[config.mk]
export PLATFORM = sky130hd
export DESIGN_NAME = ajustare_exponent_flat
export DESIGN_NICKNAME = d
export VERILOG_FILES = /design/src/rtl/ajustare_exponent_if.sv /design/src/rtl/ajustare_exponent.sv /design/src/flat_wrapper.sv
export SDC_FILE = /design/constraint.sdc
export NUM_CORES = 1
export LEC_CHECK = 0
export BUFFER_PORTS_ARGS = -buffer_cell sky130_fd_sc_hd__buf_2
export CORE_ASPECT_RATIO = 0.9
export CORE_MARGIN = 10
export CORE_UTILIZATION = 40
export CTS_CLUSTER_DIAMETER = 60
export DETAILED_ROUTE_END_ITERATION = 10
export SYNTH_ARGS = -nofsm -noshare
export SYNTH_HDL_FRONTEND = slang
export SYNTH_SLANG_ARGS = --single-unit
[constraint.sdc]
create_clock -name clk -period 0.91 [get_ports clk]
set_input_delay 0.182 -clock clk [delete_from_list [all_inputs] [get_ports clk]]
set_output_delay 0.182 -clock clk [all_outputs]
set_load 0.005 [all_outputs]
[src/rtl/ajustare_exponent_if.sv]
// Operand/result bundle for the exponent-adjust stage.
// The master drives the operands and sees the result; the slave is the stage itself.
interface ajustare_exponent_if;
  logic       in_valid;
  logic [7:0] exponent;
  logic [8:0] valoare2;
  logic       out_valid;
  logic [7:0] exponentAjustat;
  logic       overflow;
  logic       underflow;

  modport master (
    output in_valid, exponent, valoare2,
    input  out_valid, exponentAjustat, overflow, underflow
  );

  modport slave (
    input  in_valid, exponent, valoare2,
    output out_valid, exponentAjustat, overflow, underflow
  );
endinterface

[src/rtl/ajustare_exponent.sv]
// Registered exponent-adjust stage of the single-precision add/subtract datapath (1-cycle latency).
// Build option AJUSTARE_EXP_SAT_EN: saturate out-of-range results (0xFF / 0x00) instead of wrapping.
module ajustare_exponent (
  input logic                 clk,
  input logic                 rst_n,
  ajustare_exponent_if.slave  bus
);

  logic signed [9:0] w_e;
  logic signed [9:0] w_s;
  logic signed [9:0] w_raw;
  logic              w_special;
  logic [7:0]        w_exp_next;
  logic              w_ovf_next;
  logic              w_udf_next;

  logic       r_out_valid;
  logic [7:0] r_exp;
  logic       r_ovf;
  logic       r_udf;

  // Bit 8 set means the mantissa moved right, so the exponent grows.
  assign w_e       = {2'b00, bus.exponent};
  assign w_s       = {2'b00, bus.valoare2[7:0]};
  assign w_raw     = bus.valoare2[8] ? (w_e + w_s) : (w_e - w_s);
  assign w_special = (bus.exponent == 8'hFF);

  // Next exponent and range flags; Inf/NaN exponents pass straight through.
  always_comb begin
    w_exp_next = w_raw[7:0];
    w_ovf_next = 1'b0;
    w_udf_next = 1'b0;
    if (w_special) begin
      w_exp_next = 8'hFF;
      w_ovf_next = 1'b0;
      w_udf_next = 1'b0;
    end else begin
      w_ovf_next = (w_raw >= 10'sd255);
      w_udf_next = (w_raw <= 10'sd0);
`ifdef AJUSTARE_EXP_SAT_EN
      if (w_ovf_next) begin
        w_exp_next = 8'hFF;
      end else if (w_udf_next) begin
        w_exp_next = 8'h00;
      end else begin
        w_exp_next = w_raw[7:0];
      end
`else
      w_exp_next = w_raw[7:0];
`endif
    end
  end

  // Output register: result captured only for valid operands, held otherwise.
  always_ff @(posedge clk or negedge rst_n) begin
    if (!rst_n) begin
      r_out_valid <= 1'b0;
      r_exp       <= 8'h00;
      r_ovf       <= 1'b0;
      r_udf       <= 1'b0;
    end else begin
      r_out_valid <= bus.in_valid;
      if (bus.in_valid) begin
        r_exp <= w_exp_next;
        r_ovf <= w_ovf_next;
        r_udf <= w_udf_next;
      end else begin
        r_exp <= r_exp;
        r_ovf <= r_ovf;
        r_udf <= r_udf;
      end
    end
  end

  assign bus.out_valid       = r_out_valid;
  assign bus.exponentAjustat = r_exp;
  assign bus.overflow        = r_ovf;
  assign bus.underflow       = r_udf;

endmodule

[src/flat_wrapper.sv]
// flat-port wrapper written by rule: the top's interface ports become plain ports
module ajustare_exponent_flat 
  (clk, rst_n, bus_in_valid, bus_exponent, bus_valoare2, bus_out_valid, bus_exponentAjustat, bus_overflow, bus_underflow);
  ajustare_exponent_if bus_i ();
  input logic clk;
  input logic rst_n;
  input wire logic [$bits(bus_i.in_valid)-1:0] bus_in_valid;
  input wire logic [$bits(bus_i.exponent)-1:0] bus_exponent;
  input wire logic [$bits(bus_i.valoare2)-1:0] bus_valoare2;
  output wire logic [$bits(bus_i.out_valid)-1:0] bus_out_valid;
  output wire logic [$bits(bus_i.exponentAjustat)-1:0] bus_exponentAjustat;
  output wire logic [$bits(bus_i.overflow)-1:0] bus_overflow;
  output wire logic [$bits(bus_i.underflow)-1:0] bus_underflow;
  assign bus_i.in_valid = bus_in_valid;
  assign bus_i.exponent = bus_exponent;
  assign bus_i.valoare2 = bus_valoare2;
  assign bus_out_valid = bus_i.out_valid;
  assign bus_exponentAjustat = bus_i.exponentAjustat;
  assign bus_overflow = bus_i.overflow;
  assign bus_underflow = bus_i.underflow;
  ajustare_exponent u_core (.clk(clk), .rst_n(rst_n), .bus(bus_i));
endmodule
==> impl_metrics.csv, run 1 <==
group,metric,value,unit
status,outcome,"finished with violations",
status,violations,"negative setup slack",
logic_synthesis,yosysTopAreaCell,"dfrtp_1",
timing,post-route-min-period,2120,ps
logic_synthesis,ys_warn_count,0,
timing,min_period_over_period,232,%
timing,setup_viol,20,
drt,ant_nets,0,
power_and_ir_drop,vdd.ir_drop.worst,0.495,mV
drt,vias_per_cell,5.43,
worst_hold_path,hp-class,"input port to flop",
drt,routed_wl,4530,um
logic_synthesis,synthesis.area,1300,um2
power_and_ir_drop,p_seq_share,24.3,%
timing,drv_slew,0,
power_and_ir_drop,powerDensity,991,nW/um2
clock_network,clk_pin_slew,70,ps
floorplan,core_area,3090,um2
floorplan,die_x,80.2,um
drt,vias,1547,
timing,fin_ws,-1210,ps
floorplan,rows,19,
cells_and_area,stdcell_area,2450,um2
placed_design,dpl.hpwl,3290,um
global_route,antenna_found_initial,0,
global_route,grt_start_max_net_pins,12,
floorplan,start_util,42.1,%
drt,post_drt_wl_per_cell,15.9,um
global_route,overflow,0,
drt,drc,0,
timing,tightest_slew,358,ps
cells_and_area,drive_above_1_share,65.4,%
logic_synthesis,synth_area_leaders,"dfrtp_1 (21%), ha_1 (16%), o22a_1 (4.0%)",
critical_path,critPathMaxFanout,3,
power_and_ir_drop,p_leak,0.00109,uW
critical_path,required,1090,ps
clock_network,h-tree-depth,1,
cells_and_area,mostFrequentLayoutCells,"buf_4 (59), buf_2 (19), buf_6 (15)",
logic_synthesis,synth_edf_count,0,
global_route,grtUsageTotal,14.8,%
global_route,grt_pass1_wl,7190,um
clock_network,clk_latency,270,ps
logic_synthesis,syn_inst,147,
placed_design,gp_congestion,0.850,
global_route,grt_pass1_vias,1542,
logic_synthesis,synth.distinct_cells,52,
job,maxCapViolCount,0,
critical_path,arrival,2300,ps
clock_network,cts_buffer_depth,2,
floorplan,die_h,74.1,um
drt,firstDrtPassIters,4,
placed_design,port_buffers,30,
placed_design,dpl-instance-area,1930,um2
power_and_ir_drop,clkPwrFrac,13.9,%
clock_network,cts_tree,"built",
logic_synthesis,synth_top_area_share,21.1,%
power_and_ir_drop,netSwitchingFraction,35.6,%
power_and_ir_drop,fin_total_pwr,2430,uW
power_and_ir_drop,power.switching,864,uW
clock_network,numCtsBuffers,3,
clock_network,root_buffer,"clkbuf_4",
critical_path,critPathKind,"input port to flop",
cells_and_area,diodes,0,
logic_synthesis,synth_top_flop_cell,"dfrtp_1",
logic_synthesis,ys_ff_latch,11,
cells_and_area,fin_nets,283,
critical_path,end_kind,"flop",
timing,rsz0062_at_grt,"true",
clock_network,cts_sinks,11,
cells_and_area,final_common_cell,"buf_4",
timing,fmaxAchievable,473,MHz
logic_synthesis,synthArstFlopShare,100,%
floorplan,die_area,5940,um2
logic_synthesis,syn_area_per_cell,8.86,um2
cells_and_area,syn_to_final_growth,88.3,%
power_and_ir_drop,power.internal,1570,uW
timing,worst_clock_skew,0,ps
power_and_ir_drop,pwr-share-comb,61.8,%
floorplan,ios,31,
logic_synthesis,synth_seq_area_share,21.1,%
timing,max_slew_margin,76.1,%
timing,hold_viol,0,
critical_path,startpoint_type,"input port",
drt,drt-initial-drc-count,89,
logic_synthesis,syn_nets,186,
==> cell usage after synthesis, drive strengths merged (2+ instances only) <==
cell type / count
nand4: 3
mux2i: 2
o22a: 6
dfrtp: 11
nor2: 12
nor4: 4
a21o: 3
o311ai: 2
a21oi: 8
buf: 6
nand2b: 7
nor2b: 5
o21ai: 9
inv: 11
and3: 2
fa: 2
a21boi: 2
nand3: 2
nand2: 7
ha: 17
or3: 2
==> path summary, 6_finish.rpt <==
| kind | start | end | slack, ps | depth (start not counted) |
|---|---|---|---|---|
| min reg2reg | u_core.bus.exponentAjustat[7]$_DFFE_PN0P_ | u_core.bus.exponentAjustat[7]$_DFFE_PN0P_ | 580 | 2 |
| max | bus_exponent[0] | u_core.bus.underflow$_DFFE_PN0P_ | -1210 | 11 |
| min | bus_in_valid | u_core.bus.out_valid$_DFF_PN0_ | 210 | 2 |
| max reg2reg | u_core.bus.exponentAjustat[4]$_DFFE_PN0P_ | u_core.bus.exponentAjustat[4]$_DFFE_PN0P_ | -20 | 3 |
| max in group asynchronous | rst_n | u_core.bus.exponentAjustat[0]$_DFFE_PN0P_ | 410 | 2 |
| min in group asynchronous | rst_n | u_core.bus.underflow$_DFFE_PN0P_ | 300 | 2 |
==> power by group through the flow <==
stage | Clock (uW) | Combinational [uW] | Sequential, uW
floorplan | 0 | 597 | 612
CTS | 338 | 1380 | 591
finish | 338 | 1500 | 590
global placement | 0 | 1050 | 603
detailed placement | 0 | 1070 | 607
global route | 357 | 1630 | 596
==> cell families after synthesis <==
family	synth area share, %
compound gates	27.9
mux	1.82
xor+xnor	0.673
buf+inv	7.01
fa+ha+maj	19.4
flops	21.1
simple gates	22.1
==> per-stage QoR <==
step | util, % | hold slack, ps | TNS, ps | cells | worst slack [ps]
floorplan | - | -114 | -6340 | 147 | -1200
global placement | 62.3 | 50.8 | -9740 | 256 | -1460
detailed placement | 62.3 | 58.0 | -10010 | 256 | -1510
CTS | 74.6 | 202 | -6900 | 280 | -1170
global route | 79.4 | 221 | -7820 | 285 | -1280
finish | 79.4 | 208 | -6970 | 285 | -1210
==> per-layer routing <==
metal / wire, um / part of all wire [%] / global-route usage, % / vias up
li1: - / - / - / 742
met1: 1810 / 40 / 16.7 / 742
met2: 2360 / 52 / 26.3 / 51
met3: 233 / 5.1 / 2.89 / 12
met4: 125 / 2.8 / 7.03 / 0
met5: 0 / 0 / 0 / -
==> state kept, by name (all words and copies together), names as in the netlist <==
register                    count
u_core.bus.out_valid            1
u_core.bus.overflow             1
u_core.bus.exponentAjustat      8
u_core.bus.underflow            1
==> area by class of cell <==
class / count / area [um2]
Clock buffer: 4 / 26.3
Fill cell: 201 / 638
Inverter: 11 / 66.3
Multi-Input combinational cell: 119 / 1240
Sequential cell: 11 / 275
Tap cell: 42 / 52.6
Timing Repair Buffer: 98 / 787
==> timing repair <==
item,4_1_cts,5_1_grt
endpoints found under the hold margin,11,0
setup buffers,19,7
gates resized for setup,46,30
pin swaps,24,25
hold buffers,1,0
endpoints found under the setup margin,21,21
==> critical path, stage by stage <==
cell and delay, ps:
buf_12 120, inv_12 50, ha_4 120, inv_2 30
fa_2 350, nand2b_1 110, a21o_1 150, nand2_1 70
or3_1 400, or4b_1 510, o41ai_2 200
Power figures use the tool's default switching activity.
==> run 2: changes to the inputs <==
--- a/config.mk
+++ b/config.mk
@@ -8,9 +8,10 @@
 export BUFFER_PORTS_ARGS = -buffer_cell sky130_fd_sc_hd__buf_2
 export CORE_ASPECT_RATIO = 0.9
 export CORE_MARGIN = 10
-export CORE_UTILIZATION = 40
+export CORE_UTILIZATION = 54
 export CTS_CLUSTER_DIAMETER = 60
 export DETAILED_ROUTE_END_ITERATION = 10
+export PLACE_DENSITY = 0.8
 export SYNTH_ARGS = -nofsm -noshare
 export SYNTH_HDL_FRONTEND = slang
 export SYNTH_SLANG_ARGS = --single-unit
==> run 2 against run 1 <==
  * The flow now stops in clock tree synthesis
  * Synthesized cell count unchanged
  * Area after synthesis unchanged
==> impl_metrics.csv, run 2 <==
group,metric,value,unit
placed_design,dpl-instance-area,1880,um2
logic_synthesis,synthArstFlopShare,100,%
logic_synthesis,yosysTopAreaCell,"dfrtp_1",
logic_synthesis,syn_area_per_cell,8.86,um2
clock_network,numCtsBuffers,3,
clock_network,cts_setup_buffers,18,
logic_synthesis,synthesis.area,1300,um2
clock_network,root_buffer,"clkbuf_4",
logic_synthesis,ys_ff_latch,11,
placed_design,gp_congestion,0.884,
floorplan,die_h,66.6,um
logic_synthesis,synth_top_flop_cell,"dfrtp_1",
clock_network,cts_sinks,11,
clock_network,h-tree-depth,1,
status,stop_stage,"clock tree synthesis",
clock_network,cts_resized,46,
floorplan,die_x,71.8,um
logic_synthesis,ys_warn_count,0,
status,outcome,"did not finish",
status,firstError,"[ERROR DPL-0033] detailed placement checks failed during check placement.",
clock_network,ctsHoldBuffers,1,
floorplan,start_util,58.1,%
logic_synthesis,synth_top_area_share,21.1,%
clock_network,cts_buffer_depth,2,
logic_synthesis,synth_edf_count,0,
logic_synthesis,syn_nets,186,
placed_design,dpl.hpwl,3310,um
floorplan,ios,31,
logic_synthesis,synth.distinct_cells,52,
logic_synthesis,synth_most_common_cell,"ha_1",
logic_synthesis,synthTopCellsByCount,"ha_1 (17), nor2_1 (12), dfrtp_1 (11), inv_1 (10)",
logic_synthesis,synth_area_leaders,"dfrtp_1 (21%), ha_1 (16%), o22a_1 (4.0%)",
floorplan,rows,16,
placed_design,port_buffers,30,
logic_synthesis,synth_seq_area_share,21.1,%
logic_synthesis,syn_inst,147,
run 2: cell counts after synthesis:
Identical to the previous run, type by type.
run 2: cell families after synthesis:
kind of cell    count (synthesis)  synth area share [%]
compound gates                 45                  27.9
buf+inv                        17                  7.01
simple gates                   52                  22.1
flops                          11                  21.1
mux                             2                  1.82
fa+ha+maj                      19                  19.4
xor+xnor                        1                 0.673
run 2: per-stage QoR:
step / setup TNS (ps) / setup slack [ps] / hold slack [ps] / instances / utilization [%]
2_1_floorplan: -6340 / -1200 / -114 / 147 / -
3_3_place_gp: -9690 / -1470 / 50.1 / 237 / 83.7
3_5_place_dp: -10180 / -1520 / 61.5 / 237 / 83.7
==> run 3: changes to the inputs <==
--- a/config.mk
+++ b/config.mk
@@ -6,12 +6,10 @@
 export NUM_CORES = 1
 export LEC_CHECK = 0
 export BUFFER_PORTS_ARGS = -buffer_cell sky130_fd_sc_hd__buf_2
-export CORE_ASPECT_RATIO = 0.9
-export CORE_MARGIN = 10
-export CORE_UTILIZATION = 54
-export CTS_CLUSTER_DIAMETER = 60
+export CORE_AREA = 10 10 71 73
 export DETAILED_ROUTE_END_ITERATION = 10
-export PLACE_DENSITY = 0.8
+export DIE_AREA = 0 0 81 83
+export PLACE_DENSITY_LB_ADDON = 0.15
 export SYNTH_ARGS = -nofsm -noshare
 export SYNTH_HDL_FRONTEND = slang
 export SYNTH_SLANG_ARGS = --single-unit
==> run 3 against run 2 <==
  * The flow now finishes, with violations (negative setup slack)
==> impl_metrics.csv, run 3 (synthesis gave the netlist of run 1 again) <==
group,metric,value,unit
power_and_ir_drop,p_leak,0.00108,uW
power_and_ir_drop,vdd.ir_drop.worst,0.524,mV
timing,tightest_slew,368,ps
timing,post-route-min-period,2110,ps
drt,routed_wl,4260,um
timing,drv_slew,0,
global_route,grtUsageTotal,12.3,%
clock_network,clk_pin_slew,50,ps
timing,fmaxAchievable,474,MHz
floorplan,die_x,81,um
cells_and_area,fin_nets,278,
critical_path,cpPeakStageDelay,530,ps
cells_and_area,register_area,275,um2
timing,fin_ws,-1200,ps
clock_network,numCtsBuffers,3,
global_route,antenna_found_initial,0,
timing,rsz0062_at_grt,"true",
timing,worst_clock_skew,0,ps
cells_and_area,syn_to_final_growth,88.2,%
cells_and_area,final_core_util,67.5,%
global_route,grt_pass1_wl,6960,um
cells_and_area,fin_cells,286,
timing,min_period_over_period,232,%
status,outcome,"finished with violations",
floorplan,core_area,3630,um2
critical_path,end_kind,"flop",
cells_and_area,mostFrequentLayoutCells,"buf_4 (53), buf_2 (21), buf_6 (12)",
clock_network,h-tree-depth,1,
drt,vias,1467,
critical_path,startpoint_type,"input port",
power_and_ir_drop,fin_total_pwr,2590,uW
clock_network,root_buffer,"clkbuf_8",
floorplan,rows,22,
critical_path,slowest_stage,"or4b_4",
timing,setup_viol,18,
cells_and_area,final_common_cell,"buf_4",
critical_path,critPathKind,"input port to flop",
placed_design,dp_slack,-1510,ps
critical_path,arrival,2250,ps
status,violations,"negative setup slack",
timing,hold_viol,0,
placed_design,dpl-instance-area,1930,um2
timing,max_slew_margin,75.5,%
clock_network,clk_latency,240,ps
placed_design,gp_congestion,0.841,
drt,drt-initial-drc-count,54,
cells_and_area,multi_input_area,1250,um2
drt,ant_nets,0,
global_route,overflow,0,
drt,firstDrtPassIters,4,
placed_design,port_buffers,30,
clock_network,cts_tree,"built",
cells_and_area,fillCellCount,300,
clock_network,cts_buffer_depth,2,
floorplan,start_util,35.8,%
critical_path,critPathMaxFanout,3,
placed_design,dp.cells,262,
job,maxCapViolCount,0,
global_route,grt_pass1_vias,1610,
floorplan,ios,31,
clock_network,cts_sinks,11,
drt,drc,0,
placed_design,dpl.hpwl,3230,um
drt,vias_per_cell,5.13,
critical_path,required,1050,ps
floorplan,die_h,83,um
critical_path,path_cells,"buf_12 -> ha_4 -> fa_2 -> nor2b_4 -> o311a_1 -> o21ai_1 -> nand2_2 -> or4b_4 -> o41ai_2",
cells_and_area,largest_reg_flops,8,
global_route,grt_start_max_net_pins,12,
worst_hold_path,hp-class,"input port to flop",
drt,post_drt_wl_per_cell,14.9,um
floorplan,die_area,6720,um2
cells_and_area,drive_above_1_share,64.3,%
cells_and_area,diodes,0,
cells_and_area,stdcell_area,2450,um2
power_and_ir_drop,powerDensity,1060,nW/um2
-- run 3: power by group --
part / internal (uW) / switching, uW
sequential: 562 / 35.4
clock: 308 / 184
combinational: 852 / 646
-- run 3: area by class of cell --
type,instances,share of cell area [%]
Multi-Input combinational cell,119,50.8
Inverter,11,2.91
Timing Repair Buffer,93,30.7
Sequential cell,11,11.2
Tap cell,48,2.45
Clock buffer,4,1.84
-- run 3: metrics by stage --
stage / setup TNS (ps) / hold slack [ps]
after global routing: -8260 / 256
after global placement: -9790 / 53.2
final: -7240 / 241
after CTS: -7550 / 239
after detailed placement: -10000 / 61.6
after floorplan: -6340 / -114
-- run 3: final timing paths --
kind,start,to,slack [ps],cells past startpoint
setup / recovery,bus_exponent[0],u_core.bus.underflow$_DFFE_PN0P_,-1200,9
hold / removal,bus_in_valid,u_core.bus.out_valid$_DFF_PN0_,240,2
setup reg to reg,u_core.bus.exponentAjustat[1]$_DFFE_PN0P_,u_core.bus.exponentAjustat[1]$_DFFE_PN0P_,50,4
hold reg to reg,u_core.bus.exponentAjustat[4]$_DFFE_PN0P_,u_core.bus.exponentAjustat[4]$_DFFE_PN0P_,500,1
max in group asynchronous,rst_n,u_core.bus.exponentAjustat[4]$_DFFE_PN0P_,380,2
min in group asynchronous,rst_n,u_core.bus.exponentAjustat[2]$_DFFE_PN0P_,340,2
-- run 3: per-layer routing --
metal | global-route usage [%] | wire [um]
met1 | 14.0 | 1730
met2 | 22.6 | 2410
met3 | 2.37 | 113
met4 | 2.35 | 7
met5 | 0 | 0
-- run 3: worst max-delay path, delay by kind of cell --
kind	cells	cell delay, ps
AND/OR/NAND/NOR	3	750
AO/OA/AOI/OAI	3	710
adder cells (fa/ha/maj)	2	490
buffers and inverters	1	120
-- run 3: what timing repair did --
action	4_1_cts	5_1_grt
hold buffers	1	0
setup buffers	16	7
setup endpoints to repair	20	20
gates resized for setup	29	51
hold endpoints to repair	11	0
pin swaps	3	20
